==> src/rtl/mem_access_stage_pkg.sv <==
// Shared definitions for the MEM stage: access sizes, branch conditions,
// request FSM encoding and lane helpers.
package mem_access_stage_pkg;

  localparam int XLEN_W = 64;

  localparam logic [1:0] SZ_BYTE = 2'b00;
  localparam logic [1:0] SZ_HALF = 2'b01;
  localparam logic [1:0] SZ_WORD = 2'b10;
  localparam logic [1:0] SZ_DBL  = 2'b11;

  localparam logic [2:0] F3_BEQ = 3'b000;
  localparam logic [2:0] F3_BNE = 3'b001;
  localparam logic [2:0] F3_BLT = 3'b100;
  localparam logic [2:0] F3_BGE = 3'b101;

  typedef enum logic {
    IDLE = 1'b0,
    REQ  = 1'b1
  } state_t;

  function automatic logic is_aligned(input logic [1:0] sz, input logic [2:0] off);
    case (sz)
      SZ_BYTE: return 1'b1;
      SZ_HALF: return off[0] == 1'b0;
      SZ_WORD: return off[1:0] == 2'b00;
      default: return off == 3'b000;
    endcase
  endfunction

  function automatic logic [7:0] size_mask(input logic [1:0] sz);
    case (sz)
      SZ_BYTE: return 8'h01;
      SZ_HALF: return 8'h03;
      SZ_WORD: return 8'h0F;
      default: return 8'hFF;
    endcase
  endfunction

  // Copies the low bytes of the store value into every lane of that size,
  // so the byte enables alone pick the destination lane.
  function automatic logic [63:0] lane_replicate(input logic [1:0] sz, input logic [63:0] d);
    case (sz)
      SZ_BYTE: return {8{d[7:0]}};
      SZ_HALF: return {4{d[15:0]}};
      SZ_WORD: return {2{d[31:0]}};
      default: return d;
    endcase
  endfunction

endpackage

==> src/rtl/mem_access_stage_load_extend.sv <==
// Load data alignment: selects the addressed lane of the memory word and
// sign- or zero-extends it to XLEN.
module load_extend
  import mem_access_stage_pkg::*;
#(
  parameter int XLEN = XLEN_W
) (
  input  logic [XLEN-1:0] rdata,
  input  logic [2:0]      lane,
  input  logic [2:0]      funct3,
  output logic [XLEN-1:0] data
);

  logic [XLEN-1:0] shifted;
  logic            uns;

  always_comb begin
    shifted = rdata >> {lane, 3'b000};
    uns     = funct3[2];
    case (funct3[1:0])
      SZ_BYTE: data = uns ? {{(XLEN-8){1'b0}}, shifted[7:0]}
                          : {{(XLEN-8){shifted[7]}}, shifted[7:0]};
      SZ_HALF: data = uns ? {{(XLEN-16){1'b0}}, shifted[15:0]}
                          : {{(XLEN-16){shifted[15]}}, shifted[15:0]};
      SZ_WORD: data = uns ? {{(XLEN-32){1'b0}}, shifted[31:0]}
                          : {{(XLEN-32){shifted[31]}}, shifted[31:0]};
      default: data = shifted;
    endcase
  end

endmodule

==> src/rtl/mem_access_stage.sv <==
// MEM stage: branch resolution, data-memory handshake with pipeline stall,
// and the MEM/WB boundary register.
module mem_access_stage
  import mem_access_stage_pkg::*;
#(
  parameter int XLEN = XLEN_W
) (
  input  logic            clk,
  input  logic            rst_n,
  input  logic [XLEN-1:0] addsum,
  input  logic [XLEN-1:0] alures,
  input  logic            zero,
  input  logic            is_greater,
  input  logic [XLEN-1:0] rd2,
  input  logic [4:0]      rd,
  input  logic            regwrite,
  input  logic            memtoreg,
  input  logic            branch,
  input  logic            memread,
  input  logic            memwrite,
  input  logic [3:0]      func,
  output logic            dmem_req,
  output logic            dmem_we,
  output logic [XLEN-1:0] dmem_addr,
  output logic [XLEN-1:0] dmem_wdata,
  output logic [7:0]      dmem_be,
  input  logic            dmem_ready,
  input  logic [XLEN-1:0] dmem_rdata,
  output logic            stall,
  output logic            pc_src,
  output logic [XLEN-1:0] branch_target,
  output logic            flush,
  output logic            misalign_err,
  output logic            wb_regwrite,
  output logic            wb_memtoreg,
  output logic [XLEN-1:0] wb_readdata,
  output logic [XLEN-1:0] wb_alures,
  output logic [4:0]      wb_rd
);

  state_t          state, state_nxt;
  logic            mem_op, aligned, take, start;
  logic [XLEN-1:0] ext_data;
  logic            unused_funct7;

  logic [4:0]      rd_p1;
  logic            regwrite_p1, memtoreg_p1, memread_p1;
  logic [2:0]      funct3_p1;
  logic [XLEN-1:0] alures_p1;

  assign mem_op        = memread | memwrite;
  assign aligned       = is_aligned(func[1:0], alures[2:0]);
  assign start         = (state == IDLE) && mem_op && aligned;
  assign branch_target = addsum;
  assign flush         = pc_src;
  assign unused_funct7 = func[3];

  always_comb begin
    take = 1'b0;
    case (func[2:0])
      F3_BEQ:  take = zero;
      F3_BNE:  take = !zero;
      F3_BLT:  take = !zero && !is_greater;
      F3_BGE:  take = zero || is_greater;
      default: take = 1'b0;
    endcase
  end

  always_ff @(posedge clk or negedge rst_n) begin
    if (!rst_n) state <= IDLE;
    else        state <= state_nxt;
  end

  always_comb begin
    state_nxt = state;
    stall     = 1'b0;
    pc_src    = 1'b0;
    case (state)
      IDLE: begin
        if (start) begin
          stall     = 1'b1;
          state_nxt = REQ;
        end else if (branch && !mem_op) begin
          pc_src = take;
        end
      end
      REQ: begin
        stall = !dmem_ready;
        if (dmem_ready) state_nxt = IDLE;
      end
      default: state_nxt = IDLE;
    endcase
    // Combinational outputs are forced low while reset is asserted.
    if (!rst_n) begin
      stall  = 1'b0;
      pc_src = 1'b0;
    end
  end

  load_extend #(.XLEN(XLEN)) u_load_extend (
    .rdata  (dmem_rdata),
    .lane   (alures_p1[2:0]),
    .funct3 (funct3_p1),
    .data   (ext_data)
  );

  // ---- p1: request context captured at issue, consumed at completion ----
  always_ff @(posedge clk) begin
    if (start) begin
      rd_p1       <= rd;
      regwrite_p1 <= regwrite;
      memtoreg_p1 <= memtoreg;
      memread_p1  <= memread;
      funct3_p1   <= func[2:0];
      alures_p1   <= alures;
    end
  end

  // ---- MEM/WB boundary and memory request registers ----
  always_ff @(posedge clk or negedge rst_n) begin
    if (!rst_n) begin
      dmem_req     <= 1'b0;
      dmem_we      <= 1'b0;
      dmem_addr    <= '0;
      dmem_wdata   <= '0;
      dmem_be      <= '0;
      misalign_err <= 1'b0;
      wb_regwrite  <= 1'b0;
      wb_memtoreg  <= 1'b0;
      wb_readdata  <= '0;
      wb_alures    <= '0;
      wb_rd        <= '0;
    end else begin
      misalign_err <= 1'b0;
      case (state)
        IDLE: begin
          if (start) begin
            dmem_req    <= 1'b1;
            dmem_we     <= memwrite;
            dmem_addr   <= {alures[XLEN-1:3], 3'b000};
            dmem_be     <= size_mask(func[1:0]) << alures[2:0];
            dmem_wdata  <= lane_replicate(func[1:0], rd2);
            wb_regwrite <= 1'b0;
            wb_memtoreg <= 1'b0;
            wb_rd       <= '0;
          end else begin
            // Plain ALU/branch ops pass straight through; a misaligned
            // access lands here too but never writes the register file.
            misalign_err <= mem_op;
            wb_regwrite  <= regwrite & ~mem_op;
            wb_memtoreg  <= memtoreg;
            wb_rd        <= rd;
            wb_alures    <= alures;
            wb_readdata  <= '0;
          end
        end
        REQ: begin
          if (dmem_ready) begin
            dmem_req    <= 1'b0;
            wb_regwrite <= regwrite_p1;
            wb_memtoreg <= memtoreg_p1;
            wb_rd       <= rd_p1;
            wb_alures   <= alures_p1;
            wb_readdata <= memread_p1 ? ext_data : '0;
          end else begin
            wb_regwrite <= 1'b0;
            wb_memtoreg <= 1'b0;
            wb_rd       <= '0;
          end
        end
        default: ;
      endcase
    end
  end

endmodule

==> config.mk <==
export PLATFORM = sky130hd
export DESIGN_NAME = mem_access_stage
export DESIGN_NICKNAME = d
export VERILOG_FILES = /design/src/rtl/mem_access_stage_pkg.sv /design/src/rtl/mem_access_stage_load_extend.sv /design/src/rtl/mem_access_stage.sv
export SDC_FILE = /design/constraint.sdc
export NUM_CORES = 1
export LEC_CHECK = 0
export BUFFER_PORTS_ARGS = -buffer_cell sky130_fd_sc_hd__buf_2
export CAP_MARGIN = 20
export CORE_AREA = 2 2 237 239
export CTS_CLUSTER_SIZE = 16
export DETAILED_ROUTE_END_ITERATION = 8
export DIE_AREA = 0 0 239 241
export SLEW_MARGIN = 20
export SYNTH_ARGS = -nofsm -noshare
export SYNTH_HDL_FRONTEND = slang
export SYNTH_HIERARCHICAL = 1
export SYNTH_SLANG_ARGS = --single-unit
==> constraint.sdc <==
create_clock -name clk -period 3.1 [get_ports clk]
set_input_delay 0.465 -clock clk [delete_from_list [all_inputs] [get_ports clk]]
set_output_delay 0.465 -clock clk [all_outputs]
set_load 0.02 [all_outputs]
Word-level counts from Yosys, hierarchy flattened
Index checks and enable logic that the tools add are counted.

Register bits after elaboration: 347. Bits in latches: 0. Bits in writable memories: 0. ROM bits: 0. Input port bits: 275. Output and inout bits: 341. Logic and storage cells: 92. Memories kept: 0.

$add $sub $neg: 0. $mul: 0. Divide/modulo/power cells: 0. Magnitude comparators: 0. Equality and inequality tests: 10. Shift-type cells: 2. Muxes and demuxes: 40. Bitwise logic cells: 5. Reduce and logical (&&, ||, !) cells: 17.

Operators by type and width (number): 64-bit two-way mux (8); 64-bit case mux with 3 select lines (2); 64-bit case mux with 2 select lines (2); 64-bit by 6-bit right shift with 64-bit output (1); 8-bit case mux with 3 select lines (1); 8-bit two-way mux (2); 1-bit two-way mux (15); 5-bit two-way mux (2); 1-bit case mux with 2 select lines (5); 5-bit case mux with 2 select lines (1); 8-bit by 3-bit left shift with 8-bit output (1); 3-bit equality test (second input constant) (2); 2-bit zero test (3); 3-bit zero test (2); 2-bit inequality test (second input constant) (3); 2-bit AND reduction (3); 2-bit by 1-bit equality test with 1-bit output (second input constant) (2); 2-bit equality test (second input constant) (2); 1-bit logical AND (4); 1-bit zero test (4); 1-bit case mux with 4 select lines (1); 3-bit by 1-bit equality test with 1-bit output (second input constant) (1); 1-bit NOT (3); 1-bit case mux with 3 select lines (1); 3 further kinds (3).

Depth between registers and ports, before layout
Gate-level depths: netlist (run 1).

Word-level depth: 7. Depth in mapped cells: 8. Depth with buffers taken out: 5.

By module
Netlist (run 1), hierarchy kept.

By module, submodules not included: mem_access_stage (instances 1, cells each 1235, area an instance 15054.4 sq um, seq. area each 9058.7 sq um); load_extend (instances 1, cells each 264, area an instance 2299.7 sq um, seq. area each 0.0 sq um).

Least setup slack after synthesis (run 1)
No wires, ideal clock.

Kind: in2reg. Start: in func[1]. End: reg alures_p1[0], enable pin. Setup time: 0.402 ns. Arrival time: 2.436 ns. Data required time: 2.698 ns. Setup slack: 0.262 ns. Stages on the path: 6. Path buffers: 3. Cells stage by stage: buf_2 > a21o_1 > a2111o_1 > buf_6 > inv_2 > buf_2.

Cells in the longest elaborated chain, start to end: 3. Elaborated cells on any way between the ends: 5. Classes of those cells: 2 x eq/ne; 1 x mux; 2 x reduce/logical.

RTL lines: start, declared (line mem_access_stage.sv:21) `input logic [3:0] func,`; 2-bit equality test (tied with other cells) (line mem_access_stage_pkg.sv:23) `case (sz)`; 1-bit case mux with 3 select lines (*) (line mem_access_stage_pkg.sv:23); 1-bit logical AND (*) (line mem_access_stage.sv:53) `assign start = (state == IDLE) && mem_op && aligned;`; via start (line mem_access_stage.sv:42) `logic mem_op, aligned, take, start;`; end signal, assigned (line mem_access_stage.sv:115) `alures_p1 <= alures;`; end, declared (line mem_access_stage.sv:49) `logic [XLEN-1:0] alures_p1;`.

The timed path passes the listed nets; every way through them passes the cells marked *. A chain may end at the register's enable or synchronous reset.

Worst setup path after layout (run 1)
Start: in rst_n. End: out pc_src.

Cells in the longest elaborated chain, start to end: 1.

RTL lines: start, declared (line mem_access_stage.sv:9) `input logic rst_n,`; 1-bit two-way mux (line mem_access_stage.sv:94) `if (!rst_n) begin`; end, declared (line mem_access_stage.sv:30) `output logic pc_src,`.

Every way passes these cells.

==> results of run 1 <==
## flip-flops by register name, indices dropped and copies added, names as in the netlist, 3 cells and up
| signal | cells |
|---|---|
| alures_p1 | 64 |
| dmem_addr | 61 |
| dmem_be | 8 |
| dmem_wdata | 64 |
| funct3_p1 | 3 |
| rd_p1 | 5 |
| wb_alures | 64 |
| wb_rd | 5 |
| wb_readdata | 64 |
## layer usage
layer / vias to the layer above / global-route usage (%) / share of wire [%]
met5: - / 0 / 0.16
met4: 14 / 6.65 / 2.9
met3: 100 / 5.39 / 8.1
met2: 532 / 31.5 / 47
met1: 6659 / 23.9 / 41
li1: 6104 / - / -
## power breakdown
group	switching [mW]	internal (mW)	total [mW]
Sequential	0.494	5.52	6.02
Combinational	2.72	1.45	4.17
Clock	2.12	2.97	5.08
Total	5.33	9.94	15.3
## metrics by stage
| step | area (um2) | hold WS [ns] | total power [mW] | util (%) | cells |
|---|---|---|---|---|---|
| after floorplan | 17400 | 0.169 | 8.70 | - | 1501 |
| after global placement | 19900 | 0.370 | 10.2 | 36.3 | 2538 |
| after detailed placement | 19900 | 0.374 | 10.3 | 36.3 | 2538 |
| after CTS | 21300 | 0.0393 | 15.5 | 38.9 | 2617 |
| after global routing | 21300 | 0.0533 | 16.0 | 38.9 | 2617 |
| final | 21400 | 0.0736 | 15.3 | 38.9 | 2620 |
## layout make-up
| class | count | area share [%] |
|---|---|---|
| clock buffers | 56 | 5.71 |
| repair buffers | 522 | 13.5 |
| clock inverters | 22 | 0.955 |
| multi-input cells | 962 | 33.2 |
| flip-flops and latches | 347 | 42.4 |
| inverters | 4 | 0.105 |
| diodes | 3 | 0.0352 |
| well taps | 704 | 4.12 |
## path summary, 6_finish.rpt
kind                                            start                     endpoint  slack, ns  depth (start not counted)
setup / recovery                                rst_n                       pc_src       0.49                          6
hold / removal                                  rd[2]           rd_p1[2]$_DFFE_PP_       0.07                          1
setup reg to reg               alures_p1[0]$_DFFE_PP_  wb_readdata[52]$_DFFE_PN0P_       0.59                          4
hold reg to reg            dmem_wdata[45]$_DFFE_PN0P_   dmem_wdata[45]$_DFFE_PN0P_       0.47                          1
max in group asynchronous                       rst_n    dmem_wdata[7]$_DFFE_PN0P_       1.41                          3
min in group asynchronous                       rst_n  wb_readdata[61]$_DFFE_PN0P_       0.38                          2
## layout by cell type (no fill, tap or decap), types with 4 or more instances in the layout
master       n
buf_2      481
a21o_1      15
o2111ai_1   15
nor2_1      11
nand3_1     12
a21oi_1      7
a211oi_1    21
a22oi_1      5
buf_12      12
and2_1       5
o211ai_1     6
mux2_2      11
o21ai_0     55
buf_4       26
nand4_1     26
nand2_1    310
dfrtp_1    272
o31ai_1      9
clkinv_2    10
mux4_2      25
nand2b_1     4
a22o_1      64
nor3_1       4
clkbuf_16   46
clkinv_1     4
clkbuf_1     7
mux2i_1    287
edfxtp_1    75
a32o_1       7
o2bb2ai_1   10
nor2b_1     19
## critical path, stage by stage
cell and delay, ns:
dlygate4sd3_1 0.56, buf_8 0.30, nand3_1 0.12, nor4_1 0.30, buf_4 0.20, buf_2 0.16
## cell families (layout without fill, tap and decap cells)
kind of cell	after synthesis	in the layout	share of synthesized area, %
simple gates	400	400	9.73
flops	347	347	52.2
mux	323	323	20.5
compound gates	234	234	10.4
buf+inv	192	604	7.09
xor+xnor	2	2	0.101
other cells	1	6	0.0216
==> flow_summary.ini, run 1 <==
[floorplan]
core_um2 = 54900
start_util_pct = 31.6
chipHeight_um = 241
rows = 86
io_pins = 616
die_width_um = 239
die-area_um2 = 57600

[logic_synthesis]
netlist_area_um2 = 17400
syn_area_per_cell_um2 = 11.6
synth-async-reset-ratio_pct = 78.4
synthTopCellsByCount = nand2_1, mux2i_1, dfrtp_1
synth_area_leaders = dfrtp_1, mux2i_1, edfxtp_1
ys_types = 57
synthMostInstantiatedCell = nand2_1
seq_area_frac_synth_pct = 52.2
yosysWarningCount = 6
syn_inst = 1499
ys_ff_latch = 347
synth_edf_count = 75
synthFlopType = dfrtp_1
synth_top_cell_area_share_pct = 39.2
synth_top_area_cell = dfrtp_1

[detailed_routing]
drtPass1Iterations = 5
dr.first_iter.drc_count = 877
wire_per_inst_um = 21.8
via_per_inst = 5.12
drtAntennaViolNets = 0
vias = 13400
drc_errors = 0
routed_wl_um = 57100

[timing]
fin_skew_ns = 0.0304
grt_setup_unrepaired = no
timing.final.ws_setup_ns = 0.489
max_freq_ghz = 0.383
final-hold-violation-count = 0
worst_pin_slew_ns = 0.990
max_slew_margin_pct = 34.0
setup-violations-final = 0
fin_crit_sh_pct = 84.2
fin_setup_tns_ns = 0
maxSlewViolCount = 0
min_period_ns = 2.61

[setup_path]
start_kind = input pin
path_class = in2out
required_ns = 2.63
cp.arrival_ns = 2.15
cp_max_fo = 37
timing.critical_path.to_type = output port

[power_and_ir_drop]
leakage_nw = 10.8
ir_worst_vdd_v = 0.000483
power_density_nw_per_um2 = 715

[clock_network]
postCtsHoldBufs = 1
cts_resized = 0
clockBufferDepth = 3
cts_root_buf = clkbuf_16
cts_tree = done
clk-insertion-delay-late_ns = 0.58
clk_pin_slew_worst_paths_ns = 0.06
numCtsBuffers = 43
post-cts-setup-buffer-count = 0
clock-sinks = 347
htreeDepth = 2

[grt]
grt_pass1_wl_um = 83800
grt_pass1_vias = 13500
grt_max_degree = 121
grt_util_all_layers_pct = 19.0
overflow = 0
antenna_found_initial = 10

[run_status]
status = finished, final reports clean

[job]
cap_viol_max_count = 0

[final_layout]
area_growth_pct = 23.0
final_layout_size_suffix_gt1_share_pct = 33.4
nets = 2155
fill_cells = 5415
multiInputGateArea_um2 = 7080
register_area_um2 = 9060

[placement]
port_buffers = 483
pre_cts_ws_ns = 0.361
gp_congestion = 0.884
dp_hpwl_um = 40600

[min_path]
min_path_type = in2reg
Power figures use the tool's default switching activity.
==> run 2, diff against run 1 <==
--- a/config.mk
+++ b/config.mk
@@ -7,10 +7,10 @@
 export LEC_CHECK = 0
 export BUFFER_PORTS_ARGS = -buffer_cell sky130_fd_sc_hd__buf_2
 export CAP_MARGIN = 20
-export CORE_AREA = 2 2 237 239
+export CORE_AREA = 2 2 242 244
 export CTS_CLUSTER_SIZE = 16
 export DETAILED_ROUTE_END_ITERATION = 8
-export DIE_AREA = 0 0 239 241
+export DIE_AREA = 0 0 244 246
 export SLEW_MARGIN = 20
 export SYNTH_ARGS = -nofsm -noshare
 export SYNTH_HDL_FRONTEND = slang
==> constraint.sdc (replaced) <==
create_clock -name clk -period 2.2 [get_ports clk]
set_input_delay 0.33 -clock clk [delete_from_list [all_inputs] [get_ports clk]]
set_output_delay 0.33 -clock clk [all_outputs]
set_load 0.02 [all_outputs]
==> run 2 against run 1 <==
Clock power up 29%; final cell count rose by 5.8%; final area rose by 4.6%; hold slack got worse by 0.0075 ns; total power rose by 39%; sequential share of layout area is 1.9 points lower; combinational power increased by 47%; global-route usage fell by 0.43 points; largest cell class unchanged; critical path depth grew 1; count of clock-buffer cells in the layout grew 7.
==> flow_summary.ini, run 2 (synthesis gave the netlist of run 1 again) <==
[detailed_routing]
wire_per_inst_um = 20.8
drc_errors = 0
routed_wl_um = 57600
vias = 13900
via_per_inst = 5.01
drtPass1Iterations = 4
drtAntennaViolNets = 0
dr.first_iter.drc_count = 892

[power_and_ir_drop]
intPower_mw = 13.8
p_comb_share_pct = 28.9
pwr-share-seq_pct = 40.0
switching_share_pct = 34.9
p_switching_mw = 7.38
ir_worst_vdd_v = 0.000649
power_density_nw_per_um2 = 947
clockPowerShare_pct = 31.0
leakage_nw = 11.2

[placement]
gp_congestion = 0.859
dp_hpwl_um = 40700
place_area_um2 = 20300
pre_cts_ws_ns = 0.0452
port_buffers = 483

[grt]
grt_max_degree = 148
antenna_found_initial = 3
grt_util_all_layers_pct = 18.6
grt_pass1_vias = 14300
overflow = 0
grt_pass1_wl_um = 86500

[floorplan]
core_um2 = 57400
rows = 88
start_util_pct = 30.3
die-area_um2 = 60000
chipHeight_um = 246
die_width_um = 244
io_pins = 616

[setup_path]
crit_path_start = alures_p1[1]$_DFFE_PP_
timing.critical_path.to_type = register
cp.arrival_ns = 2.57
worstReg2RegStart = alures_p1[1]$_DFFE_PP_
path_class = reg2reg
required_ns = 2.65
cp_max_fo = 34
start_kind = register

[timing]
max_slew_margin_pct = 52.5
maxSlewViolCount = 0
fin_crit_sh_pct = 96.4
min_period_ns = 2.12
setup-violations-final = 0
fin_skew_ns = 0.0278
timing.final.ws_setup_ns = 0.0783
final-hold-violation-count = 0
worst_pin_slew_ns = 0.712
fin_setup_tns_ns = 0
max_freq_ghz = 0.471

[final_layout]
final_area_um2 = 22300
final_layout_size_suffix_gt1_share_pct = 32.8
layout_common_cells = buf_2, nand2_1, mux2i_1, dfrtp_1, edfxtp_1
nets = 2250
area_growth_pct = 28.7
post-route-util_pct = 38.9
layout_commonest_cell = buf_2

[clock_network]
cts_tree = done
clockBufferDepth = 3
numCtsBuffers = 40
htreeDepth = 2
cts_root_buf = clkbuf_16
clk-insertion-delay-late_ns = 0.57
clock-sinks = 347
clk_pin_slew_worst_paths_ns = 0.06

[job]
cap_viol_max_count = 0

[min_path]
min_from = rd2[6]
min_path_type = in2reg

[run_status]
status = finished, final reports clean
[run 2: cell count changes in the layout (fill, tap and decap cells not counted), sizes merged]
cell / change
buf: +28
bufinv: -2
clkbuf: +7
clkinv: -10
diode: -2
dlygate4sd3: +70
inv: -1
[run 2: layout make-up]
cell class              instances  area [um2]
repair buffers                620        3930
clock buffers                  63        1200
inverters                       4        22.5
flip-flops and latches        347        9060
fillers                      5624       35000
clock inverters                 9        73.8
multi-input cells             962        7100
diodes                          1        2.50
well taps                     765         957
[run 2: layer usage]
metal | track usage (%) | vias up | share of wire (%)
li1 | - | 6302 | -
met1 | 23.6 | 6883 | 42
met2 | 30.0 | 590 | 47
met3 | 4.56 | 116 | 6.8
met4 | 8.66 | 4 | 4.3
met5 | 0 | - | 0.054
[run 2: through the flow]
step / hold slack, ns / instances / power (mW)
6_report: 0.0661 / 2771 / 21.2
5_1_grt: 0.0589 / 2770 / 22.2
4_1_cts: 0.0267 / 2769 / 21.4
3_5_place_dp: 0.394 / 2624 / 14.6
3_3_place_gp: 0.387 / 2624 / 14.5
2_1_floorplan: 0.0344 / 1501 / 12.3
[run 2: final timing paths]
path	to	cells past startpoint	slack (ns)
max in group asynchronous	dmem_wdata[13]$_DFFE_PN0P_	4	0.89
setup reg to reg	wb_readdata[58]$_DFFE_PN0P_	7	0.08
hold / removal	dmem_wdata[6]$_DFFE_PN0P_	3	0.07
hold reg to reg	wb_rd[3]$_DFF_PN0_	1	0.47
min in group asynchronous	wb_rd[2]$_DFF_PN0_	3	0.38
setup / recovery	wb_readdata[58]$_DFFE_PN0P_	7	0.08
[run 2: power groups by stage]
stage                     sequential [mW]  clock, mW  combinational (mW)
after floorplan                      9.85          0                2.41
after CTS                            8.48       6.77                6.18
final                                8.47       6.57                6.12
after detailed placement             8.56          0                6.05
after global placement               8.50          0                5.96
after global routing                 8.62       7.02                6.59
[run 2: what timing repair did]
item                                   CTS  global route
endpoints found under the hold margin  298             0
pin swaps                                1             0
hold buffers                            71             0
gates resized for setup                  1             2
setup endpoints to repair                3             6
buffers inserted                         2             1
[run 2: worst max-delay path, cell delays in order (launching register included)]
cell	delay, ns
edfxtp_1	0.50
buf_12	0.26
nand2b_1	0.16
nand3_1	0.12
nand4_1	0.20
buf_4	0.31
nand4_1	0.21
a22o_1	0.25
